$ cat config.mk
export PLATFORM = sky130hd
export DESIGN_NAME = pwm_shadow_loader
export DESIGN_NICKNAME = d
export VERILOG_FILES = /design/src/rtl/pwm_shadow_loader.sv
export SDC_FILE = /design/constraint.sdc
export NUM_CORES = 1
export LEC_CHECK = 0
export ABC_AREA = 1
export CORE_ASPECT_RATIO = 0.75
export CORE_UTILIZATION = 46
export CTS_CLUSTER_SIZE = 28
export DETAILED_ROUTE_END_ITERATION = 16
export PLACE_DENSITY = 0.87
export SETUP_SLACK_MARGIN = 0.2
export SKIP_CTS_REPAIR_TIMING = 1
export SYNTH_ARGS = -nofsm -noshare
export SYNTH_HDL_FRONTEND = slang
export SYNTH_SLANG_ARGS = --single-unit
$ cat constraint.sdc
create_clock -name clk -period 2.5 [get_ports clk]
set_input_delay 0.5 -clock clk [delete_from_list [all_inputs] [get_ports clk]]
set_output_delay 0.5 -clock clk [all_outputs]
set_load 0.05 [all_outputs]
$ cat src/rtl/pwm_shadow_loader.sv
// Double-buffered period/compare1/compare2 shadows, committed to the PWM register file as a
// byte-write burst that only uses bus cycles the host leaves idle.
// Optional build macro PWM_SHADOW_SYNC_WRAP_EN: hold the burst until counter_val reaches zero.
module pwm_shadow_loader #(
    parameter logic [5:0] PERIOD_ADDR = 6'h00,
    parameter logic [5:0] CMP1_ADDR   = 6'h03,
    parameter logic [5:0] CMP2_ADDR   = 6'h05
) (
    input  logic        clk,
    input  logic        rst_n,
    input  logic        h_read,
    input  logic        h_write,
    input  logic [5:0]  h_addr,
    input  logic [7:0]  h_data_write,
    output logic [7:0]  h_data_read,
    output logic        read,
    output logic        write,
    output logic [5:0]  addr,
    output logic [7:0]  data_write,
    input  logic [7:0]  data_read,
    input  logic        sh_wr,
    input  logic [1:0]  sh_sel,
    input  logic [15:0] sh_data,
    input  logic        commit,
    input  logic [15:0] counter_val,
    output logic        busy,
    output logic        done
);

`ifdef PWM_SHADOW_SYNC_WRAP_EN
    typedef enum logic [1:0] {
        S_IDLE  = 2'd0,
        S_LOAD  = 2'd1,
        S_DONE  = 2'd2,
        S_ARMED = 2'd3
    } state_t;
`else
    typedef enum logic [1:0] {
        S_IDLE = 2'd0,
        S_LOAD = 2'd1,
        S_DONE = 2'd2
    } state_t;
`endif

    state_t      state;
    state_t      state_nxt;
    logic [15:0] sh_period;
    logic [15:0] sh_cmp1;
    logic [15:0] sh_cmp2;
    logic [2:0]  dirty;
    logic [2:0]  dirty_nxt;
    logic        byte_hi;

    logic        host_act;
    logic        shadow_ld;
    logic [2:0]  ld_mask;
    logic [2:0]  cur_mask;
    logic [5:0]  cur_base;
    logic [15:0] cur_value;
    logic [5:0]  ld_addr;
    logic [7:0]  ld_data;
    logic        loader_req;
    logic        grant;

`ifndef PWM_SHADOW_SYNC_WRAP_EN
    logic unused_counter_val;
    assign unused_counter_val = ^counter_val;
`endif

    assign host_act  = h_read | h_write;
    assign shadow_ld = sh_wr && (state == S_IDLE) && (sh_sel != 2'd3);

    always_comb begin
        ld_mask = '0;
        case (sh_sel)
            2'd0:    ld_mask = 3'b001;
            2'd1:    ld_mask = 3'b010;
            2'd2:    ld_mask = 3'b100;
            default: ld_mask = '0;
        endcase
    end

    // Lowest dirty register is the one being written; this yields period, cmp1, cmp2 order.
    always_comb begin
        cur_mask  = 3'b001;
        cur_base  = PERIOD_ADDR;
        cur_value = sh_period;
        if (dirty[0]) begin
            cur_mask  = 3'b001;
            cur_base  = PERIOD_ADDR;
            cur_value = sh_period;
        end else if (dirty[1]) begin
            cur_mask  = 3'b010;
            cur_base  = CMP1_ADDR;
            cur_value = sh_cmp1;
        end else if (dirty[2]) begin
            cur_mask  = 3'b100;
            cur_base  = CMP2_ADDR;
            cur_value = sh_cmp2;
        end
    end

    assign ld_addr    = cur_base + {5'b0, byte_hi};
    assign ld_data    = byte_hi ? cur_value[15:8] : cur_value[7:0];
    assign loader_req = (state == S_LOAD) && (dirty != 3'b000);
    assign grant      = loader_req && !host_act;

    always_comb begin
        dirty_nxt = dirty;
        if (shadow_ld) begin
            dirty_nxt = dirty | ld_mask;
        end
        if (grant && byte_hi) begin
            dirty_nxt = dirty & ~cur_mask;
        end
    end

    always_comb begin
        state_nxt = state;
        case (state)
            S_IDLE: begin
                if (commit) begin
`ifdef PWM_SHADOW_SYNC_WRAP_EN
                    state_nxt = S_ARMED;
`else
                    state_nxt = S_LOAD;
`endif
                end
            end
`ifdef PWM_SHADOW_SYNC_WRAP_EN
            S_ARMED: begin
                if (counter_val == 16'h0000) begin
                    state_nxt = S_LOAD;
                end
            end
`endif
            S_LOAD: begin
                // Leave as the final MSB is granted so done follows the last write directly.
                if ((dirty == 3'b000) || (grant && byte_hi && (dirty_nxt == 3'b000))) begin
                    state_nxt = S_DONE;
                end
            end
            S_DONE:  state_nxt = S_IDLE;
            default: state_nxt = S_IDLE;
        endcase
    end

    always_ff @(posedge clk or negedge rst_n) begin
        if (!rst_n) begin
            state     <= S_IDLE;
            sh_period <= '0;
            sh_cmp1   <= '0;
            sh_cmp2   <= '0;
            dirty     <= '0;
            byte_hi   <= 1'b0;
        end else begin
            state <= state_nxt;
            dirty <= dirty_nxt;
            if (grant) begin
                byte_hi <= ~byte_hi;
            end
            if (shadow_ld) begin
                case (sh_sel)
                    2'd0:    sh_period <= sh_data;
                    2'd1:    sh_cmp1   <= sh_data;
                    2'd2:    sh_cmp2   <= sh_data;
                    default: ;
                endcase
            end
        end
    end

    always_comb begin
        h_data_read = data_read;
        if (host_act) begin
            read       = h_read;
            write      = h_write;
            addr       = h_addr;
            data_write = h_data_write;
        end else begin
            read       = 1'b0;
            write      = loader_req;
            addr       = ld_addr;
            data_write = ld_data;
        end
    end

    assign busy = (state != S_IDLE);
    assign done = (state == S_DONE);

endmodule
==> results of run 1 <==
==> synth_stat cells <==
cell type / n
inv_2: 3
ha_1: 2
o21ai_0: 51
nand2_2: 1
nand3_2: 1
nand3_4: 1
o21ai_1: 5
a21oi_1: 15
mux2_2: 2
nand3_1: 26
nand2_1: 97
buf_6: 4
clkbuf_1: 3
nor2_8: 1
a22oi_1: 5
o21ai_2: 1
buf_2: 7
nand2_4: 1
dfrtp_1: 54
nor2_2: 2
nand4_1: 1
inv_1: 31
buf_4: 11
xor2_1: 2
nor2_1: 8
nor2_4: 2
==> final cells by class <==
cell class | instances | area (µm²) | share of cell area
flip-flops and latches | 54 | 1360 | 0.363
multi-input cells | 225 | 1170 | 0.312
repair buffers | 72 | 835 | 0.224
inverters | 34 | 139 | 0.0372
well taps | 75 | 93.8 | 0.0251
clock buffers | 6 | 82.6 | 0.0221
clock inverters | 2 | 60.1 | 0.0161
==> logic make-up after synthesis <==
group	synth area share
fa+ha+maj	0.00910
mux	0.00819
simple gates	0.229
buf+inv	0.110
compound gates	0.146
xor+xnor	0.00637
flops	0.491
==> power groups by stage <==
stage          clock network, W  registers [W]  logic, W
6_report               0.000714        0.00157   0.00200
4_1_cts                0.000722        0.00153   0.00178
5_1_grt                0.000759        0.00162   0.00221
3_3_place_gp                  0        0.00153   0.00171
3_5_place_dp                  0        0.00155   0.00177
2_1_floorplan                 0        0.00149   0.00127
==> metrics by stage <==
stage	area, µm²	power [W]
final	3730	0.00428
after global routing	3730	0.00459
after CTS	3580	0.00404
after detailed placement	3430	0.00332
after global placement	3430	0.00324
after floorplan	2760	0.00276
==> per-layer routing <==
| layer | GRT usage | routed length (µm) | vias up |
|---|---|---|---|
| li1 | - | - | 1184 |
| met1 | 0.309 | 3050 | 1148 |
| met2 | 0.382 | 3180 | 108 |
| met3 | 0.0570 | 571 | 13 |
| met4 | 0.0734 | 99 | 0 |
| met5 | 0 | 0 | - |
==> critical path, stage by stage (launching register included) <==
cell and delay (ns):
dfrtp_2 0.46, o21ai_2 0.18, inv_2 0.06, ha_4 0.16, ha_4 0.23, mux2_4 0.26
buf_8 0.15
==> state kept, by name (all words and copies together) (netlist names) <==
name,flops
byte_hi,1
dirty,3
sh_period,16
sh_cmp1,16
state,2
sh_cmp2,16
==> worst paths after layout <==
path | start | to | slack, ns | depth (start not counted)
min in group clk | sh_cmp2[8]$_DFFE_PN0P_ | sh_cmp2[8]$_DFFE_PN0P_ | 0.49 | 2
max in group asynchronous | rst_n | dirty[0]$_DFF_PN0_ | 1.73 | 2
worst min-delay path | rst_n | state[1]$_DFFE_PN0P_ | 0.19 | 1
worst min register to register | sh_cmp2[8]$_DFFE_PN0P_ | sh_cmp2[8]$_DFFE_PN0P_ | 0.49 | 2
worst max register to register | state[1]$_DFFE_PN0P_ | sh_cmp1[9]$_DFFE_PN0P_ | 1.01 | 6
worst max-delay path | dirty[2]$_DFF_PN0_ | addr[1] | 0.19 | 6
==> impl_metrics.ini, run 1 <==
[sta]
rsz0062_at_grt = true
finalSetupTns_ns = 0
whs_ns = 0.190
fmax_mhz = 432
hold_viol_final = 0
timing.final.ws_setup_ns = 0.186
skew_ns = 0.00730
worst_pin_slew_ns = 0.625
max_slew_margin = 0.583
period_share = 0.926
setup_viol_count_final = 0
slew_violations = 0
period_needed_ns = 2.31

[synthesis]
ys.warnings.count = 0
synth_area_mm2 = 0.00275
netlist_top_cells_area = dfrtp_1, nand2_1, o21ai_0
synth-seq-cells = 54
synth.distinct_cells = 26
synth.avg_cell_area_um2 = 8.16
yosysTopAreaCell = dfrtp_1
yosysTopAreaCellShare = 0.491
seq_area_frac_synth = 0.491
synth_fp_nets = 401
netlist_instances = 337

[finish]
final_nets = 456
layout_commonest_cell = nand2_1
post_route_cells_drive_above_1_share = 0.181
instances_no_fill = 468
final_cell_mix = nand2_1, o21ai_0, dfrtp_1
fillCellCount = 437
area_growth_pct = 35.7
n_antenna_cell = 0
fin_util = 0.672

[drt]
totalWireLength_um = 6900
antenna_left = 0
drc_errors = 0
vias = 2453
vias_per_cell = 5.24
drt_iter0_markers = 182
routedWlPerCell_um = 14.7
firstDrtPassIters = 4

[global_routing]
grt_pass1_vias = 2327
grt_overflow = 0
grt_pass1_wl_um = 11100
antenna_found_initial = 0
grt_max_degree = 34
track_usage = 0.232

[power_and_ir_drop]
p_switching_w = 0.00174
powerDensity_mw_per_mm2 = 1150
p_int_w = 0.00255
p_leak_nw = 1.81
vdd_drop_max_v = 0.000438
power_frac_clock = 0.167
power_frac_comb = 0.467
swShare = 0.405
seq_power_share = 0.366

[status]
status = complete, no violations

[worst_setup_path]
worstSetupEndpointType = output pin
critical_path_arrival_ns = 1.81
startpoint_type = register
critPathRequiredTime_ns = 2.00
crit_type = register to output pin
cp_max_fo = 4

[floorplan]
initial_utilization = 0.495
die_area_mm2 = 0.00629
coreArea_mm2 = 0.00555
die_x_um = 91.3
die_h_um = 69.0
rows = 23
ios = 88

[cts]
clock_latency_ns = 0.31
clkTransAtPathRegs_ns = 0.10
clock-sinks = 54
clockBufferDepth = 2
htree_levels = 2
tritoncts = yes
root_buffer = clkbuf_8
cts_made_buffers = 5

[place]
dpl.cell_count = 450
gp_congestion = 0.766
io_buffers = 55
preCtsSetupSlack_ns = 0.180
dpl.hpwl_um = 4630

[worst_hold_path]
hp-class = input port to async pin

[run]
maxCapViolations = 0
(Power assumes the default switching activity.)
==> run 2: changes to the inputs <==
--- a/config.mk
+++ b/config.mk
@@ -10,9 +10,11 @@
 export CORE_UTILIZATION = 46
 export CTS_CLUSTER_SIZE = 28
 export DETAILED_ROUTE_END_ITERATION = 16
+export GPL_TIMING_DRIVEN = 0
 export PLACE_DENSITY = 0.87
 export SETUP_SLACK_MARGIN = 0.2
 export SKIP_CTS_REPAIR_TIMING = 1
+export SLEW_MARGIN = 20
 export SYNTH_ARGS = -nofsm -noshare
 export SYNTH_HDL_FRONTEND = slang
 export SYNTH_SLANG_ARGS = --single-unit
==> impl_metrics.ini, run 2 (synthesis results as in run 1) <==
[status]
status = complete, no violations

[cts]
clock_latency_ns = 0.31
clockBufferDepth = 2
root_buffer = clkbuf_8
htree_levels = 2
cts_made_buffers = 5
tritoncts = yes
clkTransAtPathRegs_ns = 0.09
clock-sinks = 54

[drt]
drc_errors = 0
drt_iter0_markers = 312
routedWlPerCell_um = 15.7
vias = 2639
totalWireLength_um = 7710
antenna_left = 0
vias_per_cell = 5.36
firstDrtPassIters = 5

[floorplan]
initial_utilization = 0.495
die_x_um = 91.3
die_area_mm2 = 0.00629
rows = 23
ios = 88
die_h_um = 69.0
coreArea_mm2 = 0.00555

[finish]
fillCellCount = 424
instances_no_fill = 492
register_area_mm2 = 0.00136
post_route_cells_drive_above_1_share = 0.204
design_area_mm2 = 0.00380
top_regs = sh_cmp1: 16 flops, sh_cmp2: 16 flops, sh_period: 16 flops
final_cell_mix = nand2_1, o21ai_0, dfrtp_1
n_antenna_cell = 0
layout_commonest_cell = nand2_1
area_growth_pct = 38.2
final_nets = 480
multi_input_area_mm2 = 0.00118

[worst_setup_path]
cp_slowest_cell = dfrtp_2
critPathRequiredTime_ns = 2.00
cpLargestDelayFamily = flip-flops
path_buf_inv = 3
reg2reg_slack_ns = 1.02
worstSetupEndpointType = output pin
critical_path_arrival_ns = 1.93
startpoint_type = register
path_cells = o21ai_4 -> buf_6 -> inv_2 -> ha_2 -> ha_4 -> xor2_1 -> a21oi_4 -> buf_4
cp_max_fo = 3
max_stage_delay_ns = 0.47
crit_type = register to output pin

[run]
maxCapViolations = 0

[sta]
fmax_mhz = 412
period_needed_ns = 2.43
timing.final.ws_setup_ns = 0.0700
rsz0062_at_grt = true
period_share = 0.972
worst_pin_slew_ns = 0.678
slew_violations = 0
max_slew_margin = 0.548
setup_viol_count_final = 0
hold_viol_final = 0
skew_ns = 0.00508

[global_routing]
grt_max_degree = 55
track_usage = 0.251
antenna_found_initial = 0
grt_pass1_wl_um = 11800
grt_pass1_vias = 2495
grt_overflow = 0

[power_and_ir_drop]
powerDensity_mw_per_mm2 = 1160
vdd_drop_max_v = 0.000514
p_leak_nw = 1.87

[place]
io_buffers = 61
preCtsSetupSlack_ns = -0.632
place_area_mm2 = 0.00346
dpl.cell_count = 473
dpl.hpwl_um = 5160
gp_congestion = 0.823

[worst_hold_path]
hp-class = input port to async pin
## run 2: cell count changes in the layout (fill, tap and decap cells not counted), sizes merged
| cell | previous run | this run |
|---|---|---|
| dlymetal6s2s | 1 | 3 |
| clkdlybuf4s50 | 37 | 45 |
| clkbuf | 6 | 12 |
| inv | 33 | 34 |
| nor2 | 14 | 13 |
| buf | 34 | 43 |
| bufinv | 2 | 1 |
## run 2: worst paths after layout
check | start | endpoint | cells past startpoint
hold reg to reg | sh_cmp1[2]$_DFFE_PN0P_ | sh_cmp1[2]$_DFFE_PN0P_ | 2
setup / recovery | dirty[1]$_DFF_PN0_ | addr[2] | 8
hold / removal | rst_n | state[0]$_DFFE_PN0P_ | 1
min in group clk | sh_cmp1[2]$_DFFE_PN0P_ | sh_cmp1[2]$_DFFE_PN0P_ | 2
max in group asynchronous | rst_n | dirty[0]$_DFF_PN0_ | 1
setup reg to reg | state[1]$_DFFE_PN0P_ | sh_cmp2[13]$_DFFE_PN0P_ | 4
## run 2: where the power goes
group	total, W	internal, W	switching (W)
sequential	0.00159	0.00129	0.000300
clock	0.000587	0.000299	0.000288
combinational	0.00224	0.000955	0.00128
## run 2: routing by layer
layer	track usage	vias up	part of all wire
li1	-	1235	-
met1	0.326	1254	0.41
met2	0.426	130	0.48
met3	0.0614	20	0.089
met4	0.0694	0	0.022
met5	0	-	0
## run 2: stage by stage
step           TNS [ns]  hold WS [ns]  power (W)   util
2_1_floorplan         0         0.204    0.00276      -
3_3_place_gp     -36.40         0.467    0.00325  0.624
3_5_place_dp      -3.33         0.473    0.00333  0.624
4_1_cts           -7.28         0.242    0.00391  0.643
5_1_grt               0         0.268    0.00468  0.684
6_report              0         0.215    0.00441  0.684
## run 2: cell type report
class,count,share of cell area
clock inverters,2,0.00988
flip-flops and latches,54,0.357
plain buffers,25,0.0504
well taps,75,0.0247
clock buffers,6,0.0191
repair buffers,72,0.193
multi-input cells,224,0.310
inverters,34,0.0362
## run 2: worst register-to-register path, delay by kind of cell (launching register included)
family / cells / cell delay, ns
buffers and inverters: 1 / 0.34
AND/OR/NAND/NOR: 2 / 0.38
AO/OA/AOI/OAI: 1 / 0.26
flip-flops: 1 / 0.43
